[config.mk]
export PLATFORM = sky130hd
export DESIGN_NAME = ws2812_frame_ctrl
export DESIGN_NICKNAME = d
export VERILOG_FILES = /design/src/rtl/ws2812_pkg.sv /design/src/rtl/ws2812_pixel_ram.sv /design/src/rtl/ws2812_frame_ctrl.sv
export SDC_FILE = /design/constraint.sdc
export NUM_CORES = 1
export LEC_CHECK = 0
export BUFFER_PORTS_ARGS = -buffer_cell sky130_fd_sc_hd__buf_2
export CAP_MARGIN = 0
export CORE_ASPECT_RATIO = 0.75
export CORE_MARGIN = 4
export CORE_UTILIZATION = 45
export DETAILED_ROUTE_END_ITERATION = 8
export GPL_ROUTABILITY_DRIVEN = 0
export PLACE_DENSITY_LB_ADDON = 0.25
export SYNTH_ARGS = -nofsm -noshare
export SYNTH_HDL_FRONTEND = slang
export SYNTH_SLANG_ARGS = --single-unit
[constraint.sdc]
create_clock -name clk -period 2.55 [get_ports clk]
set_input_delay 0.3825 -clock clk [delete_from_list [all_inputs] [get_ports clk]]
set_output_delay 0.3825 -clock clk [all_outputs]
set_load 0.03 [all_outputs]
[src/rtl/ws2812_pkg.sv]
// Shared types and timing helper for the WS2812 frame sequencer.
package ws2812_pkg;

   typedef struct packed {
      logic [7:0] r;
      logic [7:0] g;
      logic [7:0] b;
   } rgb_t;

   typedef enum logic [1:0] {
      ST_IDLE,
      ST_LOAD,
      ST_SEND,
      ST_LATCH
   } frame_state_e;

   // Latch (line-low) gap in clocks for a given clock rate and gap length in µs.
   function automatic int calc_reset_cycles(input int clk_hz, input int reset_us);
      return (clk_hz / 1_000_000) * reset_us;
   endfunction

endpackage

[src/rtl/ws2812_pixel_ram.sv]
// NUM_LEDS x 24 simple dual-port pixel store: one write port, one
// synchronous read port with read-first behaviour on address collision.
module ws2812_pixel_ram
   import ws2812_pkg::*;
#(
   parameter int DEPTH = 8,
   parameter int AW    = 3
) (
   input  logic          clk,
   input  logic          we,
   input  logic [AW-1:0] waddr,
   input  rgb_t          wdata,
   input  logic          re,
   input  logic [AW-1:0] raddr,
   output rgb_t          rdata
);

   rgb_t mem [DEPTH];

   // Both ports in one block: a colliding read sees the pre-write word.
   always_ff @(posedge clk) begin
      if (we) mem[waddr] <= wdata;
      if (re) rdata <= mem[raddr];
   end

endmodule

[src/rtl/ws2812_frame_ctrl.sv]
// WS2812 frame sequencer: streams the pixel store to the serializer, then
// holds the latch gap. Optional idle auto-refresh under WS2812_AUTO_REFRESH_EN.
module ws2812_frame_ctrl
   import ws2812_pkg::*;
#(
   parameter int NUM_LEDS       = 8,
   parameter int CLK_HZ         = 100_000_000,
   parameter int RESET_US       = 80,
   parameter int REFRESH_CYCLES = 1_000_000,
   localparam int AW            = (NUM_LEDS > 1) ? $clog2(NUM_LEDS) : 1
) (
   input  logic          clk,
   input  logic          rst,
   input  logic          wr_en,
   input  logic [AW-1:0] wr_addr,
   input  logic [23:0]   wr_rgb,
   input  logic          start,
   output logic          busy,
   output logic          frame_done,
   output logic          px_valid,
   output logic [23:0]   px_rgb,
   input  logic          px_ready
);

   localparam int RESET_CYCLES = calc_reset_cycles(CLK_HZ, RESET_US);
   localparam int LW           = $clog2(RESET_CYCLES + 1);
   localparam logic [AW-1:0] LAST_IDX = AW'(NUM_LEDS - 1);
   localparam logic [AW:0]   NUM_W    = (AW+1)'(NUM_LEDS);
   localparam logic [LW-1:0] LAST_CNT = LW'(RESET_CYCLES - 1);
   localparam logic [LW-1:0] PRE_CNT  = LW'((RESET_CYCLES >= 2) ? RESET_CYCLES - 2 : 0);

   if (NUM_LEDS < 1 || RESET_CYCLES < 1 || REFRESH_CYCLES < 1) begin : g_param_check
      $error("ws2812_frame_ctrl: illegal parameter values");
   end

   frame_state_e  state;
   logic [AW-1:0] idx;
   logic          pending;
   logic [LW-1:0] latch_cnt;
   logic          launch;
   logic          wr_ok;
   rgb_t          rd_px;

   assign wr_ok = wr_en && ({1'b0, wr_addr} < NUM_W);

`ifdef WS2812_AUTO_REFRESH_EN
   localparam int RW = $clog2(REFRESH_CYCLES + 1);
   logic [RW-1:0] refresh_cnt;

   // Counts consecutive IDLE cycles; the final count doubles as a start.
   always_ff @(posedge clk) begin
      if (rst || state != ST_IDLE) refresh_cnt <= '0;
      else                         refresh_cnt <= refresh_cnt + 1'b1;
   end

   assign launch = start || pending || (refresh_cnt == RW'(REFRESH_CYCLES - 1));
`else
   assign launch = start || pending;
`endif

   ws2812_pixel_ram #(
      .DEPTH (NUM_LEDS),
      .AW    (AW)
   ) u_ram (
      .clk   (clk),
      .we    (wr_ok),
      .waddr (wr_addr),
      .wdata (rgb_t'(wr_rgb)),
      .re    (state == ST_LOAD),
      .raddr (idx),
      .rdata (rd_px)
   );

   // RAM output only moves on a LOAD read, so it holds steady under backpressure.
   assign px_rgb = px_valid ? rd_px : '0;

   always_ff @(posedge clk) begin
      if (rst) begin
         state      <= ST_IDLE;
         idx        <= '0;
         pending    <= 1'b0;
         latch_cnt  <= '0;
         busy       <= 1'b0;
         frame_done <= 1'b0;
         px_valid   <= 1'b0;
      end else begin
         if (start && state != ST_IDLE) pending <= 1'b1;
         unique case (state)
            ST_IDLE: begin
               idx     <= '0;
               pending <= 1'b0;
               if (launch) begin
                  state <= ST_LOAD;
                  busy  <= 1'b1;
               end
            end
            ST_LOAD: begin
               state    <= ST_SEND;
               px_valid <= 1'b1;
            end
            ST_SEND: begin
               if (px_ready) begin
                  px_valid <= 1'b0;
                  if (idx == LAST_IDX) begin
                     state      <= ST_LATCH;
                     latch_cnt  <= '0;
                     frame_done <= (RESET_CYCLES == 1);
                  end else begin
                     idx   <= idx + 1'b1;
                     state <= ST_LOAD;
                  end
               end
            end
            ST_LATCH: begin
               // frame_done is raised one count early so it lands on the last gap cycle.
               if (latch_cnt == LAST_CNT) begin
                  state      <= ST_IDLE;
                  frame_done <= 1'b0;
                  busy       <= 1'b0;
               end else begin
                  latch_cnt  <= latch_cnt + 1'b1;
                  frame_done <= (latch_cnt == PRE_CNT);
               end
            end
            default: state <= ST_IDLE;
         endcase
      end
   end

endmodule
==> flow_summary_export.csv <==
group,metric,value,unit
global_routing,grt_max_degree,50,
synth,ys_async_sr_fraction,0,
synth,synth_flop_cell,"sky130_fd_sc_hd__edfxtp_1",
critical_path,cp.required,2.17,ns
global_routing,grt_pass1_wl,27.6,mm
synth,sequential_element_share_of_the_synthesized_area,0.742,
synth,synthesized_area_per_cell,19.3,um2
pwr,static_power_due_to_leakage,0.00347,uW
layout,final_layout_size_suffix_gt1_frac,0.345,
critical_path,endpoint_kind,"output port",
routing,average_wire_per_standard_cell,20.6,um
place,dpl.hpwl,9.76,mm
synth,postSynthCellCount,484,
synth,mappedNetlistNets,520,
routing,drcViolationCount,0,
worst_hold_path,class_of_the_worst_hold_path,"in2reg",
routing,drt.antenna.violating_nets,0,
layout,layout.filler_cells,1626,
global_routing,grt_pass1_vias,4706,
synth,post_synth_num_cell_types,48,
global_routing,grt-ovfl-total,0,
layout,diodes,0,
clock_network,root_buffer,"sky130_fd_sc_hd__clkbuf_16",
floorplan,die_height,133,um
run,max_cap_violations,0,
clock_network,insertion_delay,0.51,ns
timing,clock-skew-final,0.0129,ns
routing,vias,4546,
synth,synth-edff-count,216,
global_routing,antenna_found_initial,2,
global_routing,gr-usage-all-layers,0.154,
clock_network,ctsLongestPathBuffers,3,
timing,rsz_0062_raised_after_global_routing,"no",
timing,finalHoldViolations,0,
timing,min_period,2.18,ns
routing,vias_per_cell,5.31,
layout,layout_commonest_cell,"sky130_fd_sc_hd__edfxtp_1",
clock_network,cts_tree,"yes",
timing,worst-slew-pin-transition,0.722,ns
outcome,outcome,"completed",
critical_path,worst-path-max-fanout,16,
pwr,totalPowerFinal,8000,uW
layout,most-common-layout-cells,"sky130_fd_sc_hd__edfxtp_1 (216), sky130_fd_sc_hd__buf_2 (58), sky130_fd_sc_hd__mux4_2 (48)",
synth,yosys_warnings,0,
routing,drtIter0Drc,357,
place,place.detailed.instances,815,
timing,final_count_of_negative_setup_slack_endpoints,0,
floorplan,start_util,0.459,
layout,syn2layout_area_growth,15.2,%
clock_network,numCtsBuffers,23,
timing,max_clock_freq,458,MHz
floorplan,floorplan.core_area,0.0203,mm2
floorplan,die_w,174,um
floorplan,floorplan.io_pins,59,
layout,non_filler_cells_final,856,
clock_network,cts-resized-gates,0,
pwr,cellPowerDensity,745,mW/mm2
clock_network,cts_max_level,1,
synth,ys_ff_latch,238,
timing,drv_slew,0,
critical_path,arrival_time_at_the_worst_endpoint,1.80,ns
timing,final_min_period_over_clock_period,0.856,
routing,count_of_tritonroute_iterations_in_the_first_routing_pass,4,
critical_path,path_class,"reg2out",
synth,post_synth_instance_area,0.00933,mm2
place,port_buffers,58,
layout,final_net_count,594,
timing,fin_setup_tns,0,ns
critical_path,worst_setup_path_start_kind,"flip-flop",
timing,relSlewSlack,0.519,
routing,drt-total-wl,17.6,mm
pwr,vdd.ir_drop.worst,0.505,mV
clock_network,cts-hold-fix-buffers,0,
floorplan,fp.dieArea,0.0231,mm2
floorplan,rows,45,
clock_network,clock_sink_count,238,
clock_network,cts.reportedPaths.clkPinSlew,0.06,ns
clock_network,cts_post_setup_buffers_inserted,0,
-- final cells by class --
cell class | instances | area [um2] | share of cell area
Sequential cell | 238 | 6930 | 0.645
Multi-Input combinational cell | 218 | 2320 | 0.216
Clock buffer | 29 | 598 | 0.0556
Timing Repair Buffer | 72 | 433 | 0.0403
Tap cell | 282 | 353 | 0.0328
Clock inverter | 12 | 91.3 | 0.00850
Inverter | 5 | 18.8 | 0.00175
-- metrics by stage --
step	utilization	setup WS, ns	hold WS, ns	cell area [um2]
finish	0.529	0.367	0.143	10700
global route	0.529	0.210	0.128	10700
CTS	0.529	0.275	0.127	10700
detailed placement	0.495	0.511	0.520	10100
global placement	0.495	0.612	0.519	10100
floorplan	-	0.525	0.481	9340
-- cell usage after synthesis, types with 4 or more instances --
| cell type | instances | area, um2 |
|---|---|---|
| sky130_fd_sc_hd__nand2b_1 | 7 | 43.8 |
| sky130_fd_sc_hd__nand2_1 | 10 | 37.5 |
| sky130_fd_sc_hd__mux2_2 | 27 | 304 |
| sky130_fd_sc_hd__nand4_1 | 6 | 37.5 |
| sky130_fd_sc_hd__nand3_1 | 7 | 35.0 |
| sky130_fd_sc_hd__inv_1 | 5 | 18.8 |
| sky130_fd_sc_hd__dfxtp_1 | 22 | 440 |
| sky130_fd_sc_hd__ha_1 | 4 | 50.1 |
| sky130_fd_sc_hd__mux4_2 | 48 | 1080 |
| sky130_fd_sc_hd__nor3_1 | 6 | 30.0 |
| sky130_fd_sc_hd__buf_2 | 8 | 40.0 |
| sky130_fd_sc_hd__edfxtp_1 | 216 | 6490 |
| sky130_fd_sc_hd__clkbuf_1 | 11 | 41.3 |
| sky130_fd_sc_hd__nor2_1 | 21 | 78.8 |
| sky130_fd_sc_hd__a21oi_1 | 11 | 55.1 |
| sky130_fd_sc_hd__and2_1 | 26 | 163 |
| sky130_fd_sc_hd__o21ai_0 | 6 | 30.0 |
-- logic make-up after synthesis --
logic type	synth area share
xor gates and xnor gates	0.000939
muxes	0.150
DFF	0.742
buffers and inverters	0.0127
adders and majority gates	0.00537
and+or+nand+nor	0.0652
AOI/OAI and AO/OA	0.0236
-- critical path, cell delays in order, from the launching register on --
cell	delay (ns)
sky130_fd_sc_hd__dfxtp_1	0.57
sky130_fd_sc_hd__buf_4	0.33
sky130_fd_sc_hd__and2_1	0.19
sky130_fd_sc_hd__buf_2	0.21
-- state kept, by name, summed over array words and instances (netlist names) --
| register | cells |
|---|---|
| pending | 1 |
| u_ram.rdata | 24 |
| state | 2 |
| u_ram.mem | 192 |
| idx | 3 |
| frame_done | 1 |
| busy | 1 |
| px_valid | 1 |
| latch_cnt | 13 |
-- power breakdown --
part	internal, uW	leakage, uW	switching [uW]
sequential	4400	0.00215	50.1
clock	1770	0.000328	1370
combinational	164	0.000998	254
-- routing by layer --
| metal | share of wire | vias to the layer above | GRT usage | routed length, um |
|---|---|---|---|---|
| met5 | 0.0015 | - | 0 | 27 |
| met4 | 0.015 | 4 | 0.0308 | 257 |
| met3 | 0.051 | 24 | 0.0326 | 900 |
| met2 | 0.47 | 110 | 0.243 | 8220 |
| met1 | 0.47 | 2303 | 0.224 | 8200 |
| li1 | - | 2105 | - | - |
-- path summary, 6_finish.rpt --
kind	from	cells past startpoint	slack, ns	to
max	px_valid$_SDFFE_PP0P_	3	0.37	px_rgb[21]
min	wr_rgb[12]	1	0.14	u_ram.mem[0][12]$_DFFE_PP_
max reg2reg	idx[0]$_SDFFE_PP0P_	6	0.51	latch_cnt[2]$_SDFFE_PP0P_
min reg2reg	latch_cnt[6]$_SDFFE_PP0P_	2	0.54	latch_cnt[6]$_SDFFE_PP0P_
Note: power is estimated with default switching activity, not from simulation.
